==> src/rtl/mux_arb_reg_pkg.sv <==
// Shared definitions for the mux_arb_reg channel selector: mode encodings and
// the ceiling-log2 helper used to size channel indices.
package mux_arb_reg_pkg;

    localparam logic MODE_FIXED = 1'b0;
    localparam logic MODE_RR    = 1'b1;

    function automatic int clog2(input int n);
        int r;
        r = 0;
        while ((1 << r) < n) begin
            r++;
        end
        return r;
    endfunction

endpackage

==> src/rtl/mux_arb_reg_rr_pick.sv <==
// Rotated-priority picker: returns the first requester after 'last'.
// The scan wraps around and ends at 'last' itself.
module mux_arb_reg_rr_pick
    import mux_arb_reg_pkg::*;
#(
    parameter  int CHANNELS = 4,
    localparam int SEL_W    = clog2(CHANNELS)
) (
    input  logic [CHANNELS-1:0] req,
    input  logic [SEL_W-1:0]    last,
    output logic                gnt_valid,
    output logic [SEL_W-1:0]    gnt_idx
);

    localparam int SW1 = SEL_W + 1;

    logic [SEL_W-1:0]      start;
    logic [2*CHANNELS-1:0] req2;
    logic [CHANNELS-1:0]   rot;
    logic [SEL_W-1:0]      off;
    logic [SEL_W:0]        sum;

    always_comb begin
        start = (last == SEL_W'(CHANNELS - 1)) ? '0 : last + 1'b1;
        req2  = {req, req};
        // Doubled vector shifted right gives the requests rotated so that bit 0 is 'start'.
        rot   = CHANNELS'(req2 >> start);
        gnt_valid = |req;
        off = '0;
        for (int i = CHANNELS - 1; i >= 0; i--) begin
            if (rot[i]) begin
                off = SEL_W'(i);
            end
        end
        sum = {1'b0, start} + {1'b0, off};
        if (sum >= SW1'(CHANNELS)) begin
            sum = sum - SW1'(CHANNELS);
        end
        gnt_idx = sum[SEL_W-1:0];
    end

endmodule

==> src/rtl/mux_arb_reg.sv <==
// N-channel selector with fixed or round-robin arbitration feeding a
// one-entry registered output stage with valid/ready handshake.
module mux_arb_reg
    import mux_arb_reg_pkg::*;
#(
    parameter  int WIDTH    = 32,
    parameter  int CHANNELS = 4,
    localparam int SEL_W    = clog2(CHANNELS)
) (
    input  logic                      clk,
    input  logic                      reset,
    input  logic                      mode,
    input  logic [SEL_W-1:0]          sel,
    input  logic [CHANNELS-1:0]       in_valid,
    input  logic [CHANNELS*WIDTH-1:0] in_data,
    output logic [CHANNELS-1:0]       in_ready,
    output logic                      out_valid,
    output logic [WIDTH-1:0]          out_data,
    output logic [SEL_W-1:0]          out_chan,
    input  logic                      out_ready
);

    localparam int PAD_N = 1 << SEL_W;

    logic [WIDTH-1:0] chan_data [CHANNELS];
    logic [PAD_N-1:0] valid_ext;
    logic             rr_valid;
    logic [SEL_W-1:0] rr_idx;
    logic             gnt_valid;
    logic [SEL_W-1:0] gnt_idx;
    logic             load_en;
    logic             xfer;

    logic             out_valid_q, out_valid_d;
    logic [WIDTH-1:0] out_data_q,  out_data_d;
    logic [SEL_W-1:0] out_chan_q,  out_chan_d;
    logic [SEL_W-1:0] last_q,      last_d;

    mux_arb_reg_rr_pick #(
        .CHANNELS (CHANNELS)
    ) u_rr_pick (
        .req       (in_valid),
        .last      (last_q),
        .gnt_valid (rr_valid),
        .gnt_idx   (rr_idx)
    );

    // Padding to a power of two keeps an out-of-range sel from indexing past in_valid.
    assign valid_ext = PAD_N'(in_valid);
    assign load_en   = !out_valid_q || out_ready;
    assign xfer      = !reset && gnt_valid && load_en;

    always_comb begin
        if (mode == MODE_RR) begin
            gnt_valid = rr_valid;
            gnt_idx   = rr_idx;
        end else begin
            gnt_valid = (int'(sel) < CHANNELS) && valid_ext[sel];
            gnt_idx   = sel;
        end
    end

    for (genvar gi = 0; gi < CHANNELS; gi++) begin : g_chan
        assign chan_data[gi] = in_data[gi*WIDTH +: WIDTH];
        assign in_ready[gi]  = xfer && (gnt_idx == SEL_W'(gi));
    end

    always_comb begin
        out_valid_d = out_valid_q;
        out_data_d  = out_data_q;
        out_chan_d  = out_chan_q;
        last_d      = last_q;
        if (xfer) begin
            out_valid_d = 1'b1;
            out_data_d  = chan_data[gnt_idx];
            out_chan_d  = gnt_idx;
            if (mode == MODE_RR) begin
                last_d = gnt_idx;
            end
        end else if (out_ready) begin
            out_valid_d = 1'b0;
        end
    end

    always_ff @(posedge clk) begin
        if (reset) begin
            out_valid_q <= 1'b0;
            out_data_q  <= '0;
            out_chan_q  <= '0;
            last_q      <= SEL_W'(CHANNELS - 1);
        end else begin
            out_valid_q <= out_valid_d;
            out_data_q  <= out_data_d;
            out_chan_q  <= out_chan_d;
            last_q      <= last_d;
        end
    end

    assign out_valid = out_valid_q;
    assign out_data  = out_data_q;
    assign out_chan  = out_chan_q;

endmodule

==> config.mk <==
export PLATFORM = sky130hd
export DESIGN_NAME = mux_arb_reg
export DESIGN_NICKNAME = d
export VERILOG_FILES = /design/src/rtl/mux_arb_reg_pkg.sv /design/src/rtl/mux_arb_reg_rr_pick.sv /design/src/rtl/mux_arb_reg.sv
export SDC_FILE = /design/constraint.sdc
export NUM_CORES = 1
export LEC_CHECK = 0
export ABC_AREA = 1
export CAP_MARGIN = 15
export CORE_AREA = 2 2 107 99
export DETAILED_ROUTE_END_ITERATION = 6
export DIE_AREA = 0 0 109 101
export PLACE_DENSITY = 0.66
export SYNTH_ARGS = -nofsm -noshare
export SYNTH_HDL_FRONTEND = slang
export SYNTH_SLANG_ARGS = --single-unit
==> constraint.sdc <==
create_clock -name clk -period 8.4 [get_ports clk]
set_input_delay 1.68 -clock clk [delete_from_list [all_inputs] [get_ports clk]]
set_output_delay 1.68 -clock clk [all_outputs]
set_load 0.05 [all_outputs]
==> impl_metrics.json, run 1 <==
{
  "cp_slowest_cell": "clkdlybuf4s50_1",
  "slew_violations": 0,
  "clock_sinks": 37,
  "viasPerCell": 4.65,
  "wl_per_cell_um": 12.5,
  "clk_pin_slew_worst_paths_ns": 0.08,
  "antenna_cells": 0,
  "placed_cell_area_sq_um": 4680,
  "fin_area_sq_um": 4790,
  "ys.flop_type": "dfxtp_1",
  "tritoncts": "done",
  "ir_drop_v": 0.0000703,
  "postSynth.asyncResetShare": 0,
  "holdBufCountCts": 0,
  "synth_seq_cells": 37,
  "critical_path.most_common_cell": "nand2_1",
  "cp.required_ns": 6.72,
  "drive_above_1_share": 0.0279,
  "place_hpwl_um": 7410,
  "fin_crit_ns": 7.28,
  "grt_pass1_vias": 3551,
  "finalCritPeriodShare": 0.867,
  "ant_nets": 0,
  "hold_viol": 0,
  "grt-ovfl-total": 0,
  "skew_ns": 0.00344,
  "endpoint_kind": "output port",
  "antenna_found_initial": 0,
  "synth_cells": 532,
  "vias": 3773,
  "grt_busiest_layer": "met2",
  "grtUsageMet2": 0.310,
  "dieArea_sq_um": 11000,
  "wl_um": 10200,
  "whs_ns": 0.468,
  "path_cells": "clkdlybuf4s50_1, nand2_1, nand3_1, nand3_1, a21boi_0, ha_1, xor2_1, inv_1, nand2_1, nand3_2, nand2_4, nand2_1, nor2_1, clkdlybuf4s50_1",
  "start_util": 0.293,
  "p_leak_nw": 2.40,
  "fmax_mhz": 137,
  "ctsLongestPathBuffers": 2,
  "fp.dieW_um": 109,
  "fillCellCount": 1004,
  "ys_top_cells_by_area": "nand2_1 35%, dfxtp_1 25%, nand3_1 13%",
  "layout.nets": 821,
  "grt_use_met1": 0.206,
  "synth_seq_area_share": 0.254,
  "synth.distinct_cells": 25,
  "cts_htree_levels": 2,
  "route.detailed.drc": 0,
  "drt_iter0_drc": 159,
  "clk_latency_ns": 0.28,
  "mostFrequentLayoutCells": "274 x nand2_1, 176 x clkdlybuf4s50_1, 77 x nand3_1, 39 x inv_1, 37 x dfxtp_1",
  "syn_area_per_cell_sq_um": 5.48,
  "slew_headroom": 0.318,
  "globalplace.congestion": 0.798,
  "crit_type": "input port to output port",
  "post_cts_buffers": 0,
  "drv_cap": 0,
  "cp_max_fo": 35,
  "clk_root_buffer_cell": "clkbuf_8",
  "synthesis.area_sq_um": 2920,
  "yosys_warnings": 0,
  "max_stage_delay_ns": 0.82,
  "post_cts_resized": 0,
  "grt_pass1_wl_um": 15900,
  "finalSetupViolCount": 0,
  "cp.arrival_ns": 5.60,
  "tightest_slew_ns": 1.02,
  "rsz0062_at_grt": "false",
  "gr-usage-met3": 0.0575,
  "seq_area_sq_um": 741,
  "die-height_um": 101,
  "final_common_cell": "nand2_1",
  "portBuffers": 176,
  "io_pins": 177,
  "crit_path_start_kind": "input port",
  "synth_enable_flop_cells": 0,
  "grt_max_degree": 67,
  "cts_buffers": 5,
  "row_count": 35,
  "grt_usage": 0.179,
  "synth_nets": 672,
  "hold_class": "flip-flop to flip-flop",
  "multi_input_area_sq_um": 1830,
  "synth_top_area_frac": 0.353,
  "pre_cts_slack_ns": 1.19,
  "area_delta_synth_final_pct": 64.4,
  "outcome": "complete, no violations",
  "core_area_sq_um": 9940,
  "dr.pass1.iters": 6,
  "setup-tns-final_ns": 0,
  "cellPowerDensity_nw_per_um2": 145,
  "setup_ws_ns": 1.12,
  "synth_area_leader_cell": "nand2_1"
}
-- metal layers --
metal	routed length, um	share of wire
met3	1070	0.10
met2	4790	0.47
met5	0	0
met1	4140	0.41
met4	183	0.018
-- sequential cells by signal (all words and copies together), names as in the netlist --
register   flops
out_chan       2
last_q         2
out_data      32
out_valid      1
-- stage by stage --
step                      total power [mW]  std cells   util
final                                0.695        811  0.482
after global routing                 0.745        811  0.482
after CTS                            0.705        811  0.482
after detailed placement             0.540        803  0.470
after global placement               0.535        803  0.470
after floorplan                      0.413        532      -
-- logic make-up (layout without fill, tap and decap cells) --
group,count (synthesis),count (layout),share of synthesized area
xor+xnor,1,1,0.00300
buf+inv,81,231,0.122
compound gates,11,11,0.0227
fa+ha+maj,2,2,0.00858
simple gates,399,399,0.586
flops,37,37,0.254
mux,1,1,0.00343
-- critical path: cells and delay by family --
family	cells	cell delay (ns)
xor gates and xnor gates	1	0.21
and+or+nand+nor	8	1.85
adders and majority gates	1	0.20
AOI/OAI and AO/OA	1	0.19
buffers and inverters	3	1.44
-- final timing paths --
kind                     start           end  slack [ns]  cells past startpoint
hold / removal    out_data[22]  out_data[22]        0.47                      2
hold reg to reg   out_data[22]  out_data[22]        0.47                      2
setup reg to reg     last_q[0]   out_data[1]        4.82                     16
setup / recovery   in_valid[3]   in_ready[3]        1.12                     14
-- cells in the mapped netlist (3+ instances only) --
master,count
nand3_1,77
nand2_1,274
inv_2,3
clkbuf_1,8
buf_1,5
nand2_4,3
a21oi_1,3
nand4_1,31
inv_1,40
buf_6,3
dfxtp_1,37
nor2_1,11
buf_2,18
-- where the power goes --
group | switching (mW) | internal, mW | total [mW] | leakage [nW]
Sequential | 0.00824 | 0.192 | 0.200 | 0.303
Combinational | 0.200 | 0.135 | 0.335 | 2.04
Clock | 0.0635 | 0.0969 | 0.160 | 0.0585
Total | 0.272 | 0.423 | 0.695 | 2.40
-- final cells by class --
cell class              instances  share of cell area
flip-flops and latches         37               0.155
inverters                      45              0.0352
clock inverters                 1             0.00626
clock buffers                   7              0.0180
repair buffers                178               0.371
multi-input cells             414               0.382
well taps                     129              0.0337
Power figures use the tool's default switching activity.
==> run 2: changes to the inputs <==
--- a/config.mk
+++ b/config.mk
@@ -9,6 +9,8 @@
 export CAP_MARGIN = 15
 export CORE_AREA = 2 2 107 99
+export CTS_BUF_LIST = sky130_fd_sc_hd__clkbuf_8
 export DETAILED_ROUTE_END_ITERATION = 6
 export DIE_AREA = 0 0 109 101
+export GPL_TIMING_DRIVEN = 1
 export PLACE_DENSITY = 0.66
 export SYNTH_ARGS = -nofsm -noshare
==> constraint.sdc (replaced) <==
create_clock -name clk -period 8.4 [get_ports clk]
set_input_delay 0.84 -clock clk [delete_from_list [all_inputs] [get_ports clk]]
set_output_delay 0.84 -clock clk [all_outputs]
set_load 0.05 [all_outputs]
==> run 2 against run 1 <==
  * Critical path depth stayed put
  * Die area is the same
  * Sequential cell count is the same
  * Global-route usage is 0.50 points higher
  * First-iteration DRC count increased by 31%
  * Sequential share of layout area increased by 0.13 points
  * Utilization down 0.42 points
  * Cell area is 0.86% lower
  * Clock skew is 0.0027 ns higher
  * Sequential power barely moved
  * Cell count shrank 0.12%
  * Power shrank 5.7%
==> impl_metrics.json, run 2 (synthesis gave the netlist of run 1 again) <==
{
  "outcome": "complete, no violations",
  "post_cts_resized": 0,
  "drv_cap": 0,
  "dieArea_sq_um": 11000,
  "utilization": 0.478,
  "endpoint_kind": "output port",
  "finalSetupViolCount": 0,
  "grt_pass1_vias": 3538,
  "drt_iter0_drc": 208,
  "core_area_sq_um": 9940,
  "die-height_um": 101,
  "hold_class": "flip-flop to flip-flop",
  "path_buf_inv": 3,
  "clk_root_buffer_cell": "clkbuf_8",
  "tritoncts": "done",
  "drive_above_1_share": 0.0264,
  "start_util": 0.293,
  "dr.pass1.iters": 4,
  "ant_nets": 0,
  "hold_viol": 0,
  "p_int_uw": 382,
  "vias": 3808,
  "crit_type": "input port to output port",
  "setup-tns-final_ns": 0,
  "p_sw_uw": 273,
  "antenna_found_initial": 0,
  "seq_area_sq_um": 741,
  "grt-ovfl-total": 0,
  "fmax_mhz": 182,
  "ir_drop_v": 0.0000682,
  "p_sw_frac": 0.417,
  "total_power_uw": 655,
  "cp.required_ns": 7.56,
  "clock_sinks": 37,
  "viasPerCell": 4.70,
  "cts_htree_levels": 2,
  "slew_violations": 0,
  "combPwrFrac": 0.512,
  "globalplace.congestion": 0.794,
  "fin_cells": 810,
  "portBuffers": 176,
  "antenna_cells": 0,
  "power_frac_clock": 0.182,
  "row_count": 35,
  "cp_slowest_cell": "clkdlybuf4s50_1",
  "clk_pin_slew_worst_paths_ns": 0.07,
  "cp_max_fo": 35,
  "ctsLongestPathBuffers": 2,
  "grt_max_degree": 69,
  "holdBufCountCts": 0,
  "clk_latency_ns": 0.28,
  "cellPowerDensity_nw_per_um2": 138,
  "cts_buffers": 5,
  "slew_headroom": 0.300,
  "critical_path.most_common_cell": "nand2_1",
  "max_stage_delay_ns": 0.81,
  "setup_ws_ns": 2.90,
  "layout.nets": 820,
  "cp.arrival_ns": 4.66,
  "grt_pass1_wl_um": 16500,
  "finalCritPeriodShare": 0.655,
  "rsz0062_at_grt": "false",
  "io_pins": 177,
  "fin_crit_ns": 5.50,
  "crit_path_start_kind": "input port",
  "route.detailed.drc": 0,
  "path_cells": "clkdlybuf4s50_1, nand2_1, nand3_1, nand3_1, a21boi_0, ha_1, xor2_1, inv_1, nand2_1, nand3_2, nand2_4, nand2_1, nor2_1, clkdlybuf4s50_1",
  "power_frac_seq": 0.306,
  "area_delta_synth_final_pct": 63.0,
  "wl_um": 10400,
  "mostFrequentLayoutCells": "274 x nand2_1, 176 x clkdlybuf4s50_1, 77 x nand3_1, 40 x inv_1, 37 x dfxtp_1",
  "crit_family": "simple AND/OR/NAND/NOR gates",
  "grt_usage": 0.183,
  "skew_ns": 0.00613,
  "place_hpwl_um": 7470,
  "placedCellCount": 802,
  "tightest_slew_ns": 1.05,
  "wl_per_cell_um": 12.9,
  "post_cts_buffers": 0,
  "largest_register_ffs": 32,
  "fillCellCount": 1020,
  "pre_cts_slack_ns": 2.92,
  "p_leak_nw": 2.38,
  "multi_input_area_sq_um": 1830,
  "final_common_cell": "nand2_1",
  "fp.dieW_um": 109
}
## run 2: cell types whose count changed in the layout (fill, tap and decap cells not counted)
| cell | previous run | this run |
|---|---|---|
| inv_1 | 39 | 40 |
| clkbuf_8 | 6 | 5 |
| clkbuf_1 | 1 | 0 |
| clkinv_2 | 0 | 2 |
| buf_4 | 2 | 1 |
| bufinv_16 | 1 | 0 |
## run 2: path summary, 6_finish.rpt
check	from	cells past startpoint	slack, ns	endpoint
worst max-delay path	in_valid[3]	14	2.90	in_ready[2]
worst min-delay path	out_data[22]	2	0.48	out_data[22]
worst max register to register	last_q[0]	16	4.81	out_data[9]
worst min register to register	out_data[22]	2	0.48	out_data[22]
## run 2: worst register-to-register path, cell delays in order (launching register included)
cell and delay (ns):
dfxtp_1 0.48, ha_1 0.36, inv_1 0.16, nand3_1 0.09, nand2_1 0.09, nand3_1 0.08
a21boi_0 0.16, ha_1 0.26, nand2_1 0.12, o21ai_4 0.21, inv_2 0.83, nand2_1 0.22
nand2_1 0.13, nand4_1 0.10, nand3_1 0.13, nand2_1 0.05, inv_1 0.07
## run 2: power groups by stage
stage / registers, mW / logic (mW) / clock network, mW
after floorplan: 0.257 / 0.157 / 0
after detailed placement: 0.204 / 0.336 / 0
after global routing: 0.202 / 0.371 / 0.130
after CTS: 0.201 / 0.338 / 0.126
final: 0.201 / 0.336 / 0.119
after global placement: 0.204 / 0.333 / 0
## run 2: layout make-up
type	instances	share of cell area
inverters	45	0.0355
flip-flops and latches	37	0.156
clock inverters	3	0.00290
clock buffers	5	0.0145
multi-input cells	414	0.385
well taps	129	0.0340
repair buffers	177	0.372
## run 2: stage by stage
stage / hold slack [ns] / area [sq um]
5_1_grt: 0.499 / 4750
3_3_place_gp: 0.457 / 4670
4_1_cts: 0.477 / 4750
2_1_floorplan: 0.469 / 2920
3_5_place_dp: 0.462 / 4670
6_report: 0.476 / 4750
## run 2: metal layers
layer,up-vias,wire length [um],track usage
met5,-,0,0
met1,1675,4490,0.223
met4,0,248,0.0582
li1,1977,-,-
met2,139,4810,0.319
met3,17,869,0.0420
==> run 3: changes to the inputs <==
clock period = 5.6 ns   (was 8.4 ns; I/O delays follow)
==> run 3 against run 2 <==
  * Sequential cell count unchanged
  * Non-clock buffer count up 2
  * Setup slack lost 2.3 ns
  * Largest power group unchanged
  * Sequential share of layout area fell by 0.16 points
  * Global-route usage shrank 0.53 points
  * Critical endpoint is now in_ready[3]
  * Combinational power grew 50%
  * Cell count increased by 0.25%
  * Routed wire length down 0.62%
  * Critical path depth increased by 1
==> impl_metrics.json, run 3 (synthesis gave the netlist of run 1 again) <==
{
  "die-height_um": 101,
  "slew_violations": 0,
  "drt_iter0_drc": 139,
  "cellPowerDensity_nw_per_um2": 218,
  "cts_htree_levels": 2,
  "cts_buffers": 5,
  "ctsLongestPathBuffers": 2,
  "wl_um": 10400,
  "critical_path.most_common_cell": "nand2_1",
  "holdBufCountCts": 0,
  "grt_pass1_vias": 3459,
  "hold_end": "out_data[22]",
  "tritoncts": "done",
  "clk_root_buffer_cell": "clkbuf_8",
  "cp.required_ns": 5.04,
  "endpoint_kind": "output port",
  "viasPerCell": 4.68,
  "cp_slowest_cell": "clkdlybuf4s50_1",
  "antenna_cells": 0,
  "grt-ovfl-total": 0,
  "post_cts_buffers": 0,
  "placed_cell_area_sq_um": 4680,
  "globalplace.congestion": 0.789,
  "start_util": 0.293,
  "dr.pass1.iters": 4,
  "skew_ns": 0.00633,
  "portBuffers": 176,
  "drv_cap": 0,
  "largest_register_ffs": 32,
  "finalSetupViolCount": 0,
  "clk_latency_ns": 0.29,
  "tightest_slew_ns": 0.974,
  "clk_pin_slew_worst_paths_ns": 0.07,
  "cp.arrival_ns": 4.44,
  "finalCritPeriodShare": 0.893,
  "regToRegEndpoint": "out_data[26]",
  "fp.dieW_um": 109,
  "ant_nets": 0,
  "crit_path_start_kind": "flip-flop",
  "core_area_sq_um": 9940,
  "setup-tns-final_ns": 0,
  "clock_sinks": 37,
  "post_cts_resized": 0,
  "crit_type": "flip-flop to output port",
  "fmax_mhz": 200,
  "hold_depth": 2,
  "path_cells": "ha_1, inv_1, nand3_1, nand2_1, nand3_1, a21boi_0, ha_1, xor2_1, inv_1, nand2_1, nand3_2, nand2_4, nand2_1, nor2_1, clkdlybuf4s50_1",
  "p_leak_nw": 2.41,
  "worstHoldStart": "out_data[22]",
  "row_count": 35,
  "rsz0062_at_grt": "false",
  "hold_viol": 0,
  "timing.rr.start": "last_q[0]",
  "dieArea_sq_um": 11000,
  "fin_crit_ns": 5.00,
  "slew_headroom": 0.347,
  "outcome": "complete, no violations",
  "hold_class": "flip-flop to flip-flop",
  "crit_start": "last_q[0]",
  "io_pins": 177,
  "fin_area_sq_um": 4800,
  "place_hpwl_um": 7530,
  "ir_drop_v": 0.0000952,
  "grt_pass1_wl_um": 15700,
  "mostFrequentLayoutCells": "274 x nand2_1, 176 x clkdlybuf4s50_1, 77 x nand3_1, 40 x inv_1, 37 x dfxtp_1",
  "wl_per_cell_um": 12.8,
  "drive_above_1_share": 0.0293,
  "layout.nets": 822,
  "route.detailed.drc": 0,
  "vias": 3802,
  "grt_max_degree": 67,
  "area_delta_synth_final_pct": 64.7,
  "final_common_cell": "nand2_1",
  "max_stage_delay_ns": 0.81,
  "r2r_cells": 16,
  "cp_max_fo": 35,
  "antenna_found_initial": 0,
  "ff2ff_setup_slack_ns": 2.09,
  "grt_usage": 0.178
}
==> run 3: changes by cell type in the layout (fill, tap and decap cells not counted) <==
| cell | change |
|---|---|
| clkbuf_8 | +1 |
| clkinv_2 | -2 |
| buf_4 | +2 |
| bufinv_16 | +1 |
==> run 3: area by class of cell <==
cell class	instances	area (sq um)
Clock buffer	6	82.6
Clock inverter	2	33.8
Multi-Input combinational cell	414	1830
Timing Repair Buffer	179	1780
Sequential cell	37	741
Fill cell	1088	5140
Tap cell	129	161
Inverter	45	169
==> run 3: per-layer routing <==
metal / global-route usage / vias to the layer above / share of wire
met1: 0.204 / 1668 / 0.42
met5: 0 / - / 0
met4: 0.0473 / 0 / 0.013
met2: 0.316 / 137 / 0.47
li1: - / 1985 / -
met3: 0.0588 / 12 / 0.097
==> run 3: per-stage QoR <==
step	cells	util	total power [mW]	hold slack, ns	setup WS (ns)
after floorplan	532	-	0.620	0.469	1.96
after global placement	804	0.471	0.807	0.455	0.826
after detailed placement	804	0.471	0.812	0.463	0.667
after CTS	812	0.483	1.06	0.476	0.560
after global routing	812	0.483	1.12	0.491	0.239
final	812	0.483	1.04	0.475	0.600
==> run 3: worst max path at each step <==
stage                  end  slack [ns]  cells past startpoint
6_report       in_ready[3]        0.60                     15
5_1_grt        in_ready[2]        0.24                     15
4_1_cts        in_ready[3]        0.56                     15
3_5_place_dp   in_ready[3]        0.67                     14
3_3_place_gp   in_ready[2]        0.83                     15
2_1_floorplan  in_ready[1]        1.96                     13
==> run 3: worst max-delay path, delay by kind of cell (launching register included) <==
| family | cells | cell delay (ns) |
|---|---|---|
| and+or+nand+nor | 8 | 1.74 |
| AOI/OAI and AO/OA | 1 | 0.18 |
| xor gates and xnor gates | 1 | 0.19 |
| buffers and inverters | 3 | 1.03 |
| adders and majority gates | 2 | 0.54 |
| DFF | 1 | 0.45 |
==> run 3: report_power, final <==
part | switching, mW | internal (mW)
Sequential | 0.0126 | 0.287
Combinational | 0.302 | 0.202
Clock | 0.0971 | 0.143
